File: config.mk
export PLATFORM = sky130hd
export DESIGN_NAME = uart_tx_arbiter
export DESIGN_NICKNAME = d
export VERILOG_FILES = /design/src/rtl/uart_tx_arbiter.sv
export SDC_FILE = /design/constraint.sdc
export NUM_CORES = 1
export LEC_CHECK = 0
export ABC_AREA = 1
export BUFFER_PORTS_ARGS = -buffer_cell sky130_fd_sc_hd__buf_2
export CAP_MARGIN = 10
export CORE_UTILIZATION = 25
export CTS_BUF_LIST = sky130_fd_sc_hd__clkbuf_4
export DETAILED_ROUTE_END_ITERATION = 16
export PLACE_DENSITY = 0.45
export SLEW_MARGIN = 20
export SYNTH_ARGS = -nofsm -noshare
export SYNTH_HDL_FRONTEND = slang
export SYNTH_SLANG_ARGS = --single-unit
File: constraint.sdc
create_clock -name clk -period 2.5 [get_ports clk]
set_input_delay 0.25 -clock clk [delete_from_list [all_inputs] [get_ports clk]]
set_output_delay 0.25 -clock clk [all_outputs]
set_load 0.02 [all_outputs]
File: src/rtl/uart_tx_arbiter.sv
// Round-robin arbiter sharing one UART transmitter among NREQ requesters.
// One frame per grant: latch request, stretch tx_start, await done/error or timeout, then enforce an idle gap.
`timescale 1ns/1ps
module uart_tx_arbiter #(
    parameter int NREQ       = 4,
    parameter int START_HOLD = 32,
    parameter int TIMEOUT    = 200000,
    parameter int GAP_CYC    = 8
) (
    input  logic              clk,
    input  logic              rst,
    input  logic [NREQ-1:0]   req,
    input  logic [NREQ*8-1:0] req_data,
    input  logic [NREQ*4-1:0] req_len,
    input  logic [NREQ*3-1:0] req_cfg,
    output logic [NREQ-1:0]   ack,
    output logic [NREQ-1:0]   err,
    output logic              busy,
    input  logic              rx_en,
    output logic              tx_start,
    output logic [7:0]        tx_data,
    output logic [3:0]        length,
    output logic              parity_en,
    output logic              parity_type,
    output logic              stop,
    output logic              rx_start,
    input  logic              tx_done,
    input  logic              tx_error
);

    localparam int IDXW = (NREQ > 1) ? $clog2(NREQ) : 1;
    localparam int HW   = $clog2(START_HOLD + 1);
    localparam int TW   = $clog2(TIMEOUT + 1);
    localparam int GW   = $clog2(GAP_CYC + 1);

    typedef enum logic [1:0] {
        ST_IDLE  = 2'd0,
        ST_START = 2'd1,
        ST_WAIT  = 2'd2,
        ST_GAP   = 2'd3
    } state_t;

    state_t            state_r;
    logic [IDXW-1:0]   rr_ptr_r;
    logic [IDXW-1:0]   idx_r;
    logic [HW-1:0]     hold_cnt_r;
    logic [TW-1:0]     wait_cnt_r;
    logic [GW-1:0]     gap_cnt_r;
    logic              tx_start_r;
    logic              busy_r;
    logic [NREQ-1:0]   ack_r;
    logic [NREQ-1:0]   err_r;
    logic [7:0]        tx_data_r;
    logic [3:0]        length_r;
    logic [2:0]        cfg_r;
    logic              rx_start_r;
    logic              done_meta_r;
    logic              done_sync_r;
    logic              done_prev_r;
    logic              error_meta_r;
    logic              error_sync_r;

    logic              win_found_s;
    logic [IDXW-1:0]   win_idx_s;
    logic [IDXW-1:0]   cand_s;
    logic [IDXW-1:0]   next_ptr_s;
    logic [7:0]        sel_data_s;
    logic [3:0]        sel_len_s;
    logic [2:0]        sel_cfg_s;
    logic              done_rise_s;

    // Round-robin winner search from rr_ptr_r upward with wrap, plus winner's request fields.
    always_comb begin
        win_found_s = 1'b0;
        win_idx_s   = '0;
        cand_s      = '0;
        sel_data_s  = 8'd0;
        sel_len_s   = 4'd0;
        sel_cfg_s   = 3'd0;
        for (int k = 0; k < NREQ; k++) begin
            cand_s = IDXW'((int'(rr_ptr_r) + k) % NREQ);
            if (!win_found_s && req[cand_s]) begin
                win_found_s = 1'b1;
                win_idx_s   = cand_s;
            end else begin
                win_found_s = win_found_s;
            end
        end
        for (int i = 0; i < NREQ; i++) begin
            if (win_idx_s == IDXW'(i)) begin
                sel_data_s = req_data[8*i +: 8];
                sel_len_s  = req_len[4*i +: 4];
                sel_cfg_s  = req_cfg[3*i +: 3];
            end else begin
                sel_data_s = sel_data_s;
            end
        end
        if (win_idx_s == IDXW'(NREQ - 1)) begin
            next_ptr_s = '0;
        end else begin
            next_ptr_s = win_idx_s + IDXW'(1);
        end
        done_rise_s = done_sync_r & ~done_prev_r;
    end

    // Two-flop synchronizers for the UART status lines and the rx_start copy.
    always_ff @(posedge clk or posedge rst) begin
        if (rst) begin
            done_meta_r  <= 1'b0;
            done_sync_r  <= 1'b0;
            done_prev_r  <= 1'b0;
            error_meta_r <= 1'b0;
            error_sync_r <= 1'b0;
            rx_start_r   <= 1'b0;
        end else begin
            done_meta_r  <= tx_done;
            done_sync_r  <= done_meta_r;
            done_prev_r  <= done_sync_r;
            error_meta_r <= tx_error;
            error_sync_r <= error_meta_r;
            rx_start_r   <= rx_en;
        end
    end

    // Grant/transfer FSM; done_prev_r tracks level so a tx_done already high entering WAIT is ignored.
    always_ff @(posedge clk or posedge rst) begin
        if (rst) begin
            state_r    <= ST_IDLE;
            rr_ptr_r   <= '0;
            idx_r      <= '0;
            hold_cnt_r <= '0;
            wait_cnt_r <= '0;
            gap_cnt_r  <= '0;
            tx_start_r <= 1'b0;
            busy_r     <= 1'b0;
            ack_r      <= '0;
            err_r      <= '0;
            tx_data_r  <= 8'd0;
            length_r   <= 4'd0;
            cfg_r      <= 3'd0;
        end else begin
            ack_r <= '0;
            err_r <= '0;
            case (state_r)
                ST_IDLE: begin
                    if (win_found_s) begin
                        idx_r      <= win_idx_s;
                        rr_ptr_r   <= next_ptr_s;
                        tx_data_r  <= sel_data_s;
                        length_r   <= sel_len_s;
                        cfg_r      <= sel_cfg_s;
                        tx_start_r <= 1'b1;
                        busy_r     <= 1'b1;
                        hold_cnt_r <= '0;
                        state_r    <= ST_START;
                    end else begin
                        state_r <= ST_IDLE;
                    end
                end
                ST_START: begin
                    if (hold_cnt_r == HW'(START_HOLD - 1)) begin
                        tx_start_r <= 1'b0;
                        wait_cnt_r <= '0;
                        state_r    <= ST_WAIT;
                    end else begin
                        hold_cnt_r <= hold_cnt_r + HW'(1);
                    end
                end
                ST_WAIT: begin
                    // A completion in the same cycle as the timeout takes priority.
                    if (done_rise_s) begin
                        if (error_sync_r) begin
                            err_r[idx_r] <= 1'b1;
                        end else begin
                            ack_r[idx_r] <= 1'b1;
                        end
                        gap_cnt_r <= '0;
                        state_r   <= ST_GAP;
                    end else if (wait_cnt_r == TW'(TIMEOUT - 1)) begin
                        err_r[idx_r] <= 1'b1;
                        gap_cnt_r    <= '0;
                        state_r      <= ST_GAP;
                    end else begin
                        wait_cnt_r <= wait_cnt_r + TW'(1);
                    end
                end
                ST_GAP: begin
                    if ((gap_cnt_r >= GW'(GAP_CYC - 1)) && !done_sync_r) begin
                        busy_r  <= 1'b0;
                        state_r <= ST_IDLE;
                    end else if (gap_cnt_r < GW'(GAP_CYC - 1)) begin
                        gap_cnt_r <= gap_cnt_r + GW'(1);
                    end else begin
                        gap_cnt_r <= gap_cnt_r;
                    end
                end
                default: begin
                    tx_start_r <= 1'b0;
                    busy_r     <= 1'b0;
                    state_r    <= ST_IDLE;
                end
            endcase
        end
    end

    assign ack         = ack_r;
    assign err         = err_r;
    assign busy        = busy_r;
    assign tx_start    = tx_start_r;
    assign tx_data     = tx_data_r;
    assign length      = length_r;
    assign parity_en   = cfg_r[2];
    assign parity_type = cfg_r[1];
    assign stop        = cfg_r[0];
    assign rx_start    = rx_start_r;

endmodule
==> summary.md, run 1 <==
| Metric | Value |
|---|---|
| Status | finished clean |
| Final HPWL from detailed placement | between 8000 and 9000 um |
| Most common cell in the synthesized netlist | nand2_1 |
| Top delay family on crit path | simple AND/OR/NAND/NOR gates |
| CTS root buffer | clkbuf_4 |
| Worst-Skew Late Latency | 0.41 ns |
| Row Count | 46 |
| Drt via density | around 4.3 |
| I/O Buffers | between 90 and 100 |
| Hold Path End | tx_data[3] |
| WP data required | about 2.9 ns |
| Placed instance area | 0.00481 mm^2 |
| Finish-stage setup viols | 0 |
| CTS tree | built |
| Area grow syn2layout | 23.6% |
| Cells on worst reg2reg path | 19 |
| Count of different cell masters after synthesis | 37 |
| Global placement routability congestion | approximately 0.83 |
| R2r startpoint | rr_ptr_r[0] |
| Worst path arrival time | 2.72 ns |
| DIE HEIGHT | 130 um |
| First DRT Iteration DRCs | 132 |
| Crit Path Category | flip-flop to flip-flop |
| Static Leak | about 2.5 nW |
| Type of origin of the critical path | flip-flop |
| Core Area | 0.0159 mm^2 |
| Worst Hold Depth | 5 |
| Worst-path cell chain | inv_6 > nand2_2 > nand2_4 > nand2_2 > nand2_4 > nor2_8 > nand2_1 > nand3_1 > nand2_2 > inv_1 > ha_2 > nor2_4 > buf_6 > nand2_1 > nand2_1 > o21ai_0 > o21ai_1 > nand2_1 > nand2_1 |
| Slowest cell on crit path | dfrtp_2 |
| Max FO, Critical Path | 8 |
| Tcrit/Tclk final | 0.950 |
| Post-Syn Nets | 650 |
| Seq cells post-synth | between 60 and 70 |
| Design area | 0.00508 mm^2 |
| Hold Startpoint | req_data[27] |
| RSZ-0062 raised after global routing | yes |
| Netlist Area Pre-Place | 0.00411 mm^2 |
| Wire length of the first global-routing pass | approximately 17,000 um |
| MaxCap Viol Count | 0 |
| Dpl ws | -0.0601 ns |
| Final Hold Fails | 0 |
| I/O Pins | 95 |
| Post-synth top area share | 0.396 |
| WL/cell | 11.6 um |
| Die area | 0.0170 mm^2 |
| Final antenna-violating net count | 0 |
| First-pass DRT Iterations | 4 |
| Worst-margin pin slew | 0.706 ns |
| Largest net degree at the start of global routing | 33 |
| Crit path buf inv count | 3 |
| CTS buffer count | 9 |
| Cell count after synthesis | around 570 |
| H-tree lvl count | 3 |
| Share of layout cells above drive strength 1 | 0.268 |
| Post-Route WL | 10,400 um |
| Syn avg cell area | 7.22 um^2 |
| Reg-to-reg endpoint | cfg_r[1] |
| Worst R2R Setup Slack | 0.12 ns |
| Peak Freq | 421 MHz |
| CTS Buffer Depth | 2 |
| Area leader, netlist | dfrtp_1 |
| Post-synth EDFFs | 0 |
| Shortest period the worst path allows | 2.38 ns |
| Remaining DRCs | 0 |
| Post-synth top cells | nand2_1, dfrtp_1, nor2_1, inv_1, o21ai_0 |
| Slew Limit Fails | 0 |
| Ys async rst share | 1.00 |
| TritonCTS Sinks | 65 |
| Initial core utilization | 0.258 |
| Warnings from Yosys | 0 |
| Slew HR | 0.529 |
| Die Wd | 130 um |
| Vias in the first global route | 3,841 |
| Clk slew on worst S/H paths | 0.12 ns |
| Gr ovfl total | 0 |
| Fillers | between 1,500 and 2,000 |
| Final core occ | 0.319 |
| Sequential cell area fraction in the yosys report | 0.396 |
| All-Layer GR Usage | 0.130 |
| Hold crit path type | primary input to flip-flop |
| Final net count | 754 |
| Cell mode on critical path | nand2_1 |
| Fin worst setup slack | between 0.1 and 0.15 ns |
| PwrDens | 1230 mW/mm^2 |
| CP max stage delay | 0.50 ns |
| Peak supply drop | about 1.2 mV |
| Area contributors post-synth | dfrtp_1, nand2_1, o21ai_0 |
| Via count | 3,838 |
| Top FF cell, synth | dfrtp_1 |
| Layout Skew | 0.0247 ns |
| Crit end category | flip-flop |
| Antenna violations before repair | 1 |
==> worst register-to-register path: stages (launching register included) <==
cell and delay (ns):
dfrtp_2 0.50, inv_6 0.11, nand2_2 0.06, nand2_4 0.10, nand2_2 0.07, nand2_4 0.10
nor2_8 0.05, nand2_1 0.06, nand3_1 0.08, nand2_2 0.11, inv_1 0.07, ha_2 0.21
nor2_4 0.13, buf_6 0.16, nand2_1 0.06, nand2_1 0.05, o21ai_0 0.09, o21ai_1 0.16
nand2_1 0.07, nand2_1 0.07
==> per-layer routing <==
layer | vias up | part of all wire | track usage
met1 | 1696 | 0.45 | 0.153
met3 | 12 | 0.051 | 0.0271
li1 | 2023 | - | -
met2 | 107 | 0.48 | 0.227
met5 | - | 0 | 0
met4 | 0 | 0.021 | 0.0595
==> sequential cells by signal, indices dropped and copies added (netlist names) <==
register and flops:
wait_cnt_r 18, gap_cnt_r 4, err 4, cfg_r 3, busy 1, rr_ptr_r 2
state_r 2, ack 4, done_prev_r 1, done_meta_r 1, error_meta_r 1, rx_start 1
idx_r 2, tx_start 1, error_sync_r 1, tx_data 8, hold_cnt_r 6, done_sync_r 1
length 4
==> cells by family after synthesis <==
logic type,after synthesis,share of synthesized area
and+or+nand+nor,333,0.362
AOI/OAI and AO/OA,80,0.103
buffers and inverters,68,0.0798
DFF,65,0.396
adders and majority gates,12,0.0365
xor gates and xnor gates,11,0.0234
==> repair_timing <==
| item | 4_1_cts | 5_1_grt |
|---|---|---|
| setup buffers | 2 | 0 |
| pin swaps | 0 | 5 |
| cloned | 0 | 1 |
| setup endpoints to repair | 15 | 15 |
| hold buffers | 4 | 0 |
| hold endpoints to repair | 33 | 0 |
| gates resized for setup | 4 | 25 |
==> worst max path at each step <==
| stage | slack (ns) | endpoint | cells after the start | from |
|---|---|---|---|---|
| 2_1_floorplan | 0.002 | tx_data[4] | 19 | rr_ptr_r[0] |
| 3_3_place_gp | -0.02 | cfg_r[1] | 18 | rr_ptr_r[0] |
| 3_5_place_dp | -0.06 | cfg_r[1] | 18 | rr_ptr_r[0] |
| 4_1_cts | 0.02 | cfg_r[0] | 18 | rr_ptr_r[0] |
| 5_1_grt | -0.09 | cfg_r[1] | 19 | rr_ptr_r[0] |
| 6_report | 0.12 | cfg_r[1] | 19 | rr_ptr_r[0] |
==> report_power, final <==
group / switching, mW / internal, mW / total (mW)
Clock: 0.387 / 0.396 / 0.783
Combinational: 2.53 / 1.47 / 4.00
Sequential: 0.193 / 1.29 / 1.48
==> metrics by stage <==
stage               hold WS (ns)  TNS [ns]  cells  power (mW)
global placement           0.335   -0.0241    871        5.19
floorplan                  0.281         0    569        4.33
finish                     0.146         0    895        6.26
detailed placement         0.335    -0.216    871        5.23
global route               0.158    -0.711    895        6.93
CTS                        0.103         0    893        6.09
==> cell type report <==
cell class                 count  area, um^2  share of cell area
antenna                        1        2.50            0.000492
clock buffer                   9        67.6              0.0133
clock inverter                 7        85.1              0.0167
inverter                      48         188              0.0369
multi-input combinational    436        2190               0.431
sequential                    65        1630               0.320
tap                          216         270              0.0532
timing repair buffer         113         651               0.128
==> placed cells by master (no fill, tap or decap), types with 2 or more instances in the layout <==
cell type	synthesis	final
nand2_1	194	191
buf_2	3	94
dfrtp_1	65	64
nor2_1	49	48
inv_1	42	40
nand3_1	38	37
o21ai_0	42	31
nand2_2	21	23
o21ai_1	10	21
a21oi_1	21	20
buf_4	1	11
ha_1	12	10
clkbuf_4	0	9
xor2_1	7	7
inv_2	4	6
nand4_1	6	6
or2_2	5	5
nand2_4	4	5
nor3_1	5	5
nand3_2	3	4
o21ai_2	4	4
xnor2_1	4	4
dlygate4sd3_1	0	4
nand3b_1	2	2
nor2_2	2	2
ha_2	0	2
clkinv_1	0	2
clkinv_2	0	2
bufinv_16	0	2
buf_6	4	2
Power figures use the tool's default switching activity.
==> run 2, diff against run 1 <==
clock period = 2.05 ns   (was 2.5 ns; I/O delays follow)
==> summary.md, run 2 (synthesized netlist as in run 1, its figures left out) <==
| Metric | Value |
|---|---|
| Cells on worst reg2reg path | 18 |
| Final net count | 772 |
| R2r startpoint | rr_ptr_r[0] |
| Peak supply drop | 1.18 mV |
| Slew Limit Fails | 0 |
| Status | complete, but fails checks |
| WP data required | between 2 and 2.5 ns |
| Most frequent cells in the layout | nand2_1, buf_2, dfrtp_1 |
| Worst-Skew Late Latency | 0.44 ns |
| Core Area | about 0.016 mm^2 |
| Shortest period the worst path allows | between 2 and 2.5 ns |
| CTS buffer count | 9 |
| Gr ovfl total | 0 |
| Hold Path End | tx_data[0] |
| CTS tree | built |
| Final HPWL from detailed placement | 8160 um |
| Type of origin of the critical path | flip-flop |
| Worst R2R Setup Slack | -0.27 ns |
| Fin worst setup slack | -0.266 ns |
| CP startpoint | rr_ptr_r[0] |
| Finish-stage setup viols | 15 |
| First-pass DRT Iterations | 4 |
| MaxCap Viol Count | 0 |
| First DRT Iteration DRCs | 116 |
| Post-Route WL | 10,400 um |
| Antenna violations before repair | 1 |
| CTS root buffer | clkbuf_4 |
| Max FO, Critical Path | 10 |
| Hold crit path type | primary input to flip-flop |
| Global placement routability congestion | 0.860 |
| Static Leak | 2.60 nW |
| Vias in the first global route | ~3,800 |
| Die area | 0.0170 mm^2 |
| Clock share of power | 0.105 |
| Hold WS | roughly 0.070 ns |
| Worst-margin pin slew | 0.505 ns |
| TritonCTS Sinks | 65 |
| RSZ-0062 raised after global routing | yes |
| DIE HEIGHT | 130 um |
| Sw Share | 0.481 |
| Violated checks | setup timing |
| Wire length of the first global-routing pass | 18,000 um |
| Via count | 3,843 |
| WL/cell | about 11 um |
| Final Hold Fails | 0 |
| All-Layer GR Usage | 0.136 |
| Worst Hold Depth | 5 |
| Switch Pwr | ~3.9 mW |
| I/O Buffers | 94 |
| Remaining DRCs | 0 |
| I/O Pins | 95 |
| Largest Register | wait_cnt_r |
| Final antenna-violating net count | 0 |
| Reg-to-reg endpoint | tx_data[5] |
| Final core occ | 0.330 |
| Initial core utilization | 0.258 |
| Layout Skew | about 0.016 ns |
| Most common cell after layout, fill and taps aside | nand2_1 |
| Worst path arrival time | 2.70 ns |
| Pint | ~4.2 mW |
| Logic gate share of total power | 0.675 |
| Peak Freq | 432 MHz |
| CTS Buffer Depth | 2 |
| Share of layout cells above drive strength 1 | 0.291 |
| Area grow syn2layout | 28.1% |
| H-tree lvl count | 3 |
| Tcrit/Tclk final | 1.13 |
| Largest net degree at the start of global routing | 32 |
| Clk slew on worst S/H paths | 0.12 ns |
| Row Count | 46 |
| Layout Cells excl Fill | around 910 |
| Flip-flop count of the largest register after layout | 18 |
| Flop pwr share | 0.220 |
| Slew HR | 0.661 |
| Drt via density | approximately 4.2 |
| Crit Path Category | flip-flop to flip-flop |
| PwrDens | 1550 mW/mm^2 |
| Placed cell count | 890 |
| Crit end category | flip-flop |
| Die Wd | 130 um |
| Hold Startpoint | req_data[24] |
-- run 2: area by class of cell --
cell class	instances	area [um^2]
flip-flops and latches	65	1630
multi-input cells	436	2210
clock buffers	9	67.6
repair buffers	131	841
clock inverters	6	60.1
well taps	216	270
diodes	1	2.50
fillers	1703	10700
inverters	48	188
-- run 2: worst max path at each step --
| stage | cells past startpoint | end | slack, ns |
|---|---|---|---|
| 6_report | 18 | tx_data[5] | -0.27 |
| 5_1_grt | 18 | tx_data[5] | -0.51 |
| 4_1_cts | 18 | length[0] | -0.25 |
| 3_5_place_dp | 17 | length[0] | -0.32 |
| 3_3_place_gp | 18 | tx_data[2] | -0.24 |
| 2_1_floorplan | 21 | tx_data[4] | -0.1 |
-- run 2: critical path, cell delays in order, from the launching register on --
cell and delay [ns]:
dfrtp_2 0.50, inv_6 0.07, nand2_2 0.08, nand2_4 0.07
nand2_2 0.08, nand2_4 0.07, nor2_8 0.13, nand4_1 0.14
nand2_2 0.14, ha_1 0.15, inv_1 0.06, nor2_4 0.18
buf_12 0.15, nand2_1 0.05, nand2_1 0.05, o21ai_0 0.08
o21ai_1 0.15, nand2_1 0.07, nand2_1 0.05
-- run 2: what timing repair did --
action	4_1_cts	5_1_grt
gates resized for setup	3	2
setup endpoints to repair	16	16
endpoints found under the hold margin	20	0
hold buffers	4	0
pin swaps	0	2
setup buffers	0	2
-- run 2: metrics by stage --
step | power [mW] | setup WS, ns | setup TNS (ns) | cell area, um^2
3_5_place_dp | 7.21 | -0.321 | -4.23 | 5060
2_1_floorplan | 5.77 | -0.0978 | -1.07 | 4200
3_3_place_gp | 7.15 | -0.243 | -3.09 | 5060
5_1_grt | 9.07 | -0.509 | -6.96 | 5270
4_1_cts | 8.15 | -0.248 | -3.06 | 5230
6_report | 8.14 | -0.266 | -3.28 | 5270
-- run 2: layer usage --
metal  vias up  share of wire  GRT usage
li1       2048              -          -
met1      1679           0.46      0.169
met2       103           0.47      0.220
met3        13          0.058     0.0361
met4         0          0.016     0.0575
met5         -              0          0
-- run 2: power groups by stage --
| stage | clock (mW) | combinational (mW) | sequential (mW) |
|---|---|---|---|
| finish | 0.855 | 5.50 | 1.79 |
| global route | 0.957 | 6.29 | 1.83 |
| CTS | 0.907 | 5.45 | 1.79 |
| detailed placement | 0 | 5.40 | 1.81 |
| global placement | 0 | 5.34 | 1.81 |
| floorplan | 0 | 3.82 | 1.95 |
